[config.mk]
export PLATFORM = sky130hd
export DESIGN_NAME = video_tint
export DESIGN_NICKNAME = d
export VERILOG_FILES = /design/src/rtl/video_tint.sv
export SDC_FILE = /design/constraint.sdc
export NUM_CORES = 1
export LEC_CHECK = 0
export ABC_AREA = 1
export BUFFER_PORTS_ARGS = -buffer_cell sky130_fd_sc_hd__buf_2
export CAP_MARGIN = 20
export CORE_ASPECT_RATIO = 1.2
export CORE_MARGIN = 3
export CORE_UTILIZATION = 26
export CTS_CLUSTER_SIZE = 8
export DETAILED_ROUTE_END_ITERATION = 8
export GPL_TIMING_DRIVEN = 1
export PLACE_DENSITY = 0.39
export REMOVE_ABC_BUFFERS = 1
export SETUP_SLACK_MARGIN = 0.3
export SYNTH_ARGS = -nofsm -noshare
export SYNTH_HDL_FRONTEND = slang
export SYNTH_SLANG_ARGS = --single-unit
[constraint.sdc]
create_clock -name clk_sys -period 4.43 [get_ports clk_sys]
set_input_delay 0.886 -clock clk_sys [delete_from_list [all_inputs] [get_ports clk_sys]]
set_output_delay 0.886 -clock clk_sys [all_outputs]
set_load 0.01 [all_outputs]
[src/rtl/video_tint.sv]
// video_tint: two-stage monochrome-to-colour tint pipeline with delayed syncs.
// Stage 1 captures luminance (expanded to 8 bits) and timing; stage 2 applies
// the tint selected at the last VSync rising edge and blanks outside DE.
// Optional feature: define VIDEO_TINT_FADE_EN for a post-reset fade-in that
// brightens by FADE_STEP on each VSync rising edge.
module video_tint #(
  parameter int IN_W      = 8,
  parameter int FADE_STEP = 8
) (
  input  logic            clk_sys,
  input  logic            reset,
  input  logic            ce_pix,
  input  logic [IN_W-1:0] video,
  input  logic            HBlank,
  input  logic            VBlank,
  input  logic            HSync,
  input  logic            VSync,
  input  logic [2:0]      mode,
  input  logic [23:0]     custom_rgb,
  output logic [7:0]      VGA_R,
  output logic [7:0]      VGA_G,
  output logic [7:0]      VGA_B,
  output logic            VGA_HS,
  output logic            VGA_VS,
  output logic            VGA_DE,
  output logic            ce_out
);

  localparam logic [2:0] MODE_RED    = 3'd1;
  localparam logic [2:0] MODE_GREEN  = 3'd2;
  localparam logic [2:0] MODE_BLUE   = 3'd3;
  localparam logic [2:0] MODE_AMBER  = 3'd4;
  localparam logic [2:0] MODE_CUSTOM = 3'd5;

  // Out-of-range parameters would silently build a wrong datapath.
  if (IN_W < 1 || IN_W > 8 || FADE_STEP < 1 || FADE_STEP > 255) begin : g_param_check
    $error("video_tint: IN_W must be 1..8 and FADE_STEP 1..255");
  end

  logic [7:0]  v_exp;
  logic [7:0]  v1_reg;
  logic        hs1_reg, vs1_reg, de1_reg;
  logic [2:0]  mode_q_reg;
  logic [23:0] custom_q_reg;
  logic        vsync_rise;
  logic [7:0]  r_next, g_next, b_next;
  logic [7:0]  r_reg, g_reg, b_reg;
  logic        hs_reg, vs_reg, de_reg, ce_out_reg;

  // MSB-first replication: output bit 7-gi takes input bit IN_W-1-(gi mod IN_W),
  // so a narrow code spans the full 0x00..0xFF range.
  for (genvar gi = 0; gi < 8; gi++) begin : g_expand
    assign v_exp[7-gi] = video[IN_W-1-(gi%IN_W)];
  end

  // Edge is judged against the VSync of the last pixel that entered stage 1.
  assign vsync_rise = ce_pix & VSync & ~vs1_reg;

  function automatic logic [7:0] scale8(input logic [7:0] a, input logic [7:0] b);
    return 8'((16'(a) * 16'(b)) >> 8);
  endfunction

  // Stage 1: capture expanded luminance and raw timing on each pixel enable
  always_ff @(posedge clk_sys) begin
    if (reset) begin
      v1_reg  <= '0;
      hs1_reg <= 1'b0;
      vs1_reg <= 1'b0;
      de1_reg <= 1'b0;
    end else if (ce_pix) begin
      v1_reg  <= v_exp;
      hs1_reg <= HSync;
      vs1_reg <= VSync;
      de1_reg <= ~(HBlank | VBlank);
    end
  end

  // Tint selection follows inputs during reset, then changes only at frame start
  always_ff @(posedge clk_sys) begin
    if (reset || vsync_rise) begin
      mode_q_reg   <= mode;
      custom_q_reg <= custom_rgb;
    end
  end

`ifdef VIDEO_TINT_FADE_EN
  logic [7:0] fade_lvl_reg;
  logic [8:0] fade_sum;

  assign fade_sum = {1'b0, fade_lvl_reg} + 9'(FADE_STEP);

  // Fade level ramps up once per frame and saturates at full brightness
  always_ff @(posedge clk_sys) begin
    if (reset) begin
      fade_lvl_reg <= '0;
    end else if (vsync_rise) begin
      fade_lvl_reg <= fade_sum[8] ? 8'hFF : fade_sum[7:0];
    end
  end

  function automatic logic [7:0] fade8(input logic [7:0] c, input logic [7:0] lvl);
    return 8'((16'(c) * (16'(lvl) + 16'd1)) >> 8);
  endfunction
`endif

  // Stage-2 colour: tint the stage-1 value, apply fade if built in, blank outside DE
  always_comb begin
    r_next = v1_reg;
    g_next = v1_reg;
    b_next = v1_reg;
    case (mode_q_reg)
      MODE_RED: begin
        g_next = '0;
        b_next = '0;
      end
      MODE_GREEN: begin
        r_next = '0;
        b_next = '0;
      end
      MODE_BLUE: begin
        r_next = '0;
        g_next = '0;
      end
      MODE_AMBER: begin
        g_next = 8'((10'(v1_reg) * 10'd3) >> 2);
        b_next = '0;
      end
      MODE_CUSTOM: begin
        r_next = scale8(v1_reg, custom_q_reg[23:16]);
        g_next = scale8(v1_reg, custom_q_reg[15:8]);
        b_next = scale8(v1_reg, custom_q_reg[7:0]);
      end
      default: ;  // white, including reserved codes 6 and 7
    endcase
`ifdef VIDEO_TINT_FADE_EN
    r_next = fade8(r_next, fade_lvl_reg);
    g_next = fade8(g_next, fade_lvl_reg);
    b_next = fade8(b_next, fade_lvl_reg);
`endif
    if (!de1_reg) begin
      r_next = '0;
      g_next = '0;
      b_next = '0;
    end
  end

  // Stage 2: register colour together with the stage-1 timing
  always_ff @(posedge clk_sys) begin
    if (reset) begin
      r_reg  <= '0;
      g_reg  <= '0;
      b_reg  <= '0;
      hs_reg <= 1'b0;
      vs_reg <= 1'b0;
      de_reg <= 1'b0;
    end else if (ce_pix) begin
      r_reg  <= r_next;
      g_reg  <= g_next;
      b_reg  <= b_next;
      hs_reg <= hs1_reg;
      vs_reg <= vs1_reg;
      de_reg <= de1_reg;
    end
  end

  // ce_out marks the cycle right after stage 2 has taken a new pixel
  always_ff @(posedge clk_sys) begin
    if (reset) begin
      ce_out_reg <= 1'b0;
    end else begin
      ce_out_reg <= ce_pix;
    end
  end

  assign VGA_R  = r_reg;
  assign VGA_G  = g_reg;
  assign VGA_B  = b_reg;
  assign VGA_HS = hs_reg;
  assign VGA_VS = vs_reg;
  assign VGA_DE = de_reg;
  assign ce_out = ce_out_reg;

endmodule

Yosys cells after proc, flatten, opt, wreduce, memory -nomap -nowiden

Cells that the tools add are included.
W data, S select, Z words.

Bits in registers: 66
Input port bits: 42
Output and inout port bits: 28
Logic and storage cells: 37

Multipliers: 4
Equality and inequality tests: 5
Muxes and demuxes: 6
Bitwise gates (word level): 5
Reduce and logical (&&, ||, !) cells: 4

Operators with widths:

| operator               | count |
|---|---|
| $mul A8 B8 Y16         | 3 |
| $pmux W8 S2            | 2 |
| $mux W8                | 3 |
| $pmux W8 S3            | 1 |
| $mul A8 B2 Y10 const B | 1 |
| $eq A3 B2 Y1 const B   | 2 |
| $eq A3 B3 Y1 const B   | 2 |
| $reduce_or A2 Y1       | 2 |
| $eq A3 B1 Y1 const B   | 1 |
| $reduce_or A3 Y1       | 1 |
| $and A1 B1 Y1          | 2 |
| $not A1 Y1             | 2 |
| $logic_or A1 B1 Y1     | 1 |
| $or A1 B1 Y1           | 1 |

Logic depth before layout (Yosys ltp)

Depth after elaboration: 4
Gate-level depth with buffers: 27
Mapped depth without buffers: 24

Worst setup path before layout

OpenSTA, ideal clock, no wires.

Kind: reg-to-reg
Start point: reg v1_reg[1]
End point: reg b_reg[4], in the netlist VGA_B[4]
Setup time: 0.132 ns
Arrival: 4.379 ns
Required time: 4.298 ns
Path slack: -0.081 ns
Cell stages (with the launch flop): 22
Buffers on the path: 3
Clock period less this slack: 4.511 ns
Cell sequence: dfxtp_1 -> buf_4 -> clkbuf_1 -> clkbuf_1 -> nand2_1 -> inv_1 -> fa_1 -> fa_1 -> fa_1 -> inv_1 -> fa_1 -> inv_1 -> ha_1 -> nand2_1 -> nor2_1 -> inv_1 -> nor3_1 -> o21ai_0 -> nand3_1 -> nand2_1 -> nand2_1 -> a21oi_1

Cells in the longest elaborated chain, start to end: 3

RTL lines:

| element                | line | RTL |
|---|---|---|
| from (decl)            | 41   | `logic [7:0] v1_reg;` |
| from (signal assigned) | 71   | `v1_reg <= v_exp;` |
| $mul A8 B8 Y16         | 60   | `return 8'((16'(a) * 16'(b)) >> 8);` |
| $pmux W8 S2            | 111  | `case (mode_q_reg)` |
| $mux W8                | 140  | `if (!de1_reg) begin` |
| to (signal assigned)   | 159  | `b_reg <= b_next;` |
| to (decl)              | 47   | `logic [7:0] r_reg, g_reg, b_reg;` |

No other way between the ends.
A chain may end at the register's enable or synchronous reset.

Worst setup path in the final report

Start point: reg v1_reg[5]
End point: reg b_reg[4], in the netlist VGA_B[4]

Same word-level chain as after synthesis.

==> results by group <==
Synth
  – Post-synthesis mux area share: 0%
  – Synth unique cells: 39
  – Largest family of logic cells by synthesized area: adder cells
  – Mapped Area: 9700 um^2
  – Post-synthesis async set-or-reset flop share: 0%
  – Post-synthesis xor/xnor area fraction: 0.361%
  – Top-area cell type share of the netlist area: 21.9%
  – Most frequent cell after synthesis: nand2_1
  – Ys Warns: 0
  – Sequential cell area fraction in the yosys report: 16.4%
  – Post-Syn Area per Cell: 6.95 um^2
  – Post-synthesis simple-gate area fraction: 22.6%
  – Most frequent cells after synthesis: nand2_1 (401), inv_1 (354), fa_1 (106), ha_1 (106), a21oi_1 (78)
  – Post-synth top area cell: fa_1
  – Post-synthesis compound-gate area fraction: 8.01%
  – Dominant synthesized flop cell: dfxtp_1
  – Synthesized-area fraction occupied by adder cells: 35.6%
  – Synth Instances: 1396
  – Post-synth EDFFs: 27
  – Area contributors post-synth: fa_1 (22%), nand2_1 (16%), inv_1 (14%), ha_1 (14%), edfxtp_1 (8.4%)
  – Synthesized flop and latch total: 66

Timing
  – Post-route clock skew: 0.0130 ns
  – Tcrit/Tclk final: 93.6%
  – Final Setup Violations: 0
  – Worst setup margin: 0.284 ns
  – Fin Setup TNS: 0 ns
  – Hold Fails Final Rpt: 0
  – Minimum clock period: 4.15 ns
  – F_max: 0.241 GHz
  – Hold_ws: 0.461 ns
  – Least-Margin Pin Slew: 0.758 ns
  – Max Slew Vio Count: 0
  – RSZ-0062 raised after global routing: yes
  – Slew HR: 49.4%

Clock tree
  – Clock transition at path regs: 0.06 ns
  – Clock Sinks: 66
  – Hold_buf cts: 0
  – Clock root cell: clkbuf_16
  – CTS tree: done
  – CTS buffer count: 9
  – Worst-Skew Late Latency: 0.38 ns
  – CTS Buffer Depth: 2
  – H-Tree Depth: 3

Run
  – Max cap viols: 0

Placed design
  – GP Congestion: 0.853
  – Setup WS pre-CTS: 0.0683 ns
  – Placed Area: 10800 um^2
  – DP HPWL: 22.6 mm
  – Port Buffers: 69

Route
  – Initial DRC count: 289
  – Vias per std cell: 4.34
  – Via count: 8561
  – # DRC: 0
  – Final wirelength: 29.6 mm
  – TritonRoute pass-1 iters: 5
  – Wire per inst: 15.0 um
  – Post-route ant nets: 0

Global route
  – Total track usage: 15.4%
  – Number of global-route vias before repair: 9022
  – Largest net degree at the start of global routing: 29
  – Initial antenna violation count: 0
  – GRT overflow: 0
  – First-pass GRT wire length: 47.6 mm

Floorplan
  – Cell Rows: 76
  – Die ar.: 39700 um^2
  – IO Count: 70
  – Starting Density: 26.7%
  – CORE AREA: 36300 um^2
  – Die Ht: 218 um
  – Overall die width: 182 um

Setup path
  – WP data required: 4.68 ns
  – Cell mode on critical path: nand2_1
  – CP Cell Sequence: buf_12 > buf_6 > nand2_4 > inv_2 > fa_1 > inv_1 > fa_1 > inv_2 > fa_1 > fa_1 > ha_4 > a21oi_4 > o21ai_1 > nand2_1 > nand2_1 > nor2_1 > nand2_1 > nand3_1 > nand2_1 > nand2_1 > a21oi_2
  – Crit path max fanout: 6
  – Critical Path Source Type: register
  – Crit path kind: reg -> reg
  – Slowest stage delay, CP: 0.61 ns
  – CP Capture Type: register
  – Crit-path slowest cell: fa_1
  – CP Data Arrival Time: 4.39 ns

Cells and area
  – Inserted Diodes: 0
  – Fill count: 4031
  – Nets: 1754
  – Share of post-route cells with drive strength above 1: 21.5%
  – Max reg flops: 24
  – Area grow syn2layout: 26.1%
  – Final Instance Area: 12200 um^2

Power
  – Max IR drop VDD: 0.211 mV
  – LEAKAGE: 7.01 nW
  – Power density cells: 289 nW/um^2

Status
  – Status: completed

Worst hold path
  – Hold Path Class: reg -> reg
## logic make-up (layout without fill, tap and decap cells)
kind of cell               Yosys count  after routing
and+or+nand+nor                    537            537
xor gates and xnor gates             4              4
DFF                                 66             66
adders and majority gates          212            212
buffers and inverters              430            539
AOI/OAI and AO/OA                  147            147
## worst paths after layout
check | from | end | slack [ns] | cells past startpoint
worst min-delay path | VGA_DE$_SDFFE_PP0P_ | VGA_DE$_SDFFE_PP0P_ | 0.46 | 2
worst max register to register | v1_reg[5]$_SDFFE_PP0P_ | VGA_B[4]$_SDFFE_PP0P_ | 0.28 | 21
worst max-delay path | v1_reg[5]$_SDFFE_PP0P_ | VGA_B[4]$_SDFFE_PP0P_ | 0.28 | 21
worst min register to register | VGA_DE$_SDFFE_PP0P_ | VGA_DE$_SDFFE_PP0P_ | 0.46 | 2
## critical path: cells and delay by family (launching register included)
kind                       cells  cell delay, ns
buffers and inverters          5            0.39
AOI/OAI and AO/OA              3            0.36
and+or+nand+nor                8            0.58
adders and majority gates      5            2.29
DFF                            1            0.38
## metrics by stage
| step | utilization (%) | total power [mW] | std cells |
|---|---|---|---|
| 2_1_floorplan | - | 1.71 | 1335 |
| 6_report | 33.7 | 3.54 | 1973 |
| 5_1_grt | 33.7 | 3.87 | 1973 |
| 4_1_cts | 31.8 | 3.22 | 1960 |
| 3_3_place_gp | 29.8 | 2.19 | 1924 |
| 3_5_place_dp | 29.8 | 2.19 | 1924 |
## layout make-up
type | count | area [um^2] | share of cell area, %
Inverter | 369 | 1390 | 11.3
Tap cell | 468 | 586 | 4.79
Clock buffer | 9 | 225 | 1.84
Sequential cell | 66 | 1610 | 13.1
Clock inverter | 7 | 81.3 | 0.665
Multi-Input combinational cell | 900 | 7190 | 58.8
Timing Repair Buffer | 154 | 1150 | 9.44
## cells in the final DEF (no fill, tap or decap), types with 37 or more instances in the layout
cell and n:
a21oi_1 56, nand3_1 40, fa_1 103, nor2_1 42, ha_1 83, buf_2 69, buf_4 66, nand2_1 372
o21ai_0 37, inv_1 333
## routing by layer
metal	vias to the layer above	part of all wire (%)	wire length [um]	global-route usage, %
met5	-	0	0	0
met4	0	2.2	638	5.54
met3	25	2.3	696	2.20
met2	112	49	14600	26.7
met1	4055	46	13600	19.5
li1	4369	-	-	-
## power breakdown
part | total, mW | internal, mW | leakage [nW] | switching (mW)
logic | 2.03 | 0.863 | 6.27 | 1.17
clock network | 0.800 | 0.445 | 0.147 | 0.355
registers | 0.712 | 0.665 | 0.589 | 0.0471
total | 3.54 | 1.97 | 7.01 | 1.57
## what timing repair did
item / CTS / global route
cloned: 2 / 1
endpoints found under the setup margin: 22 / 24
pin swaps: 29 / 88
buffers inserted: 18 / 12
gates resized for setup: 39 / 141
Power figures use the tool's default switching activity.
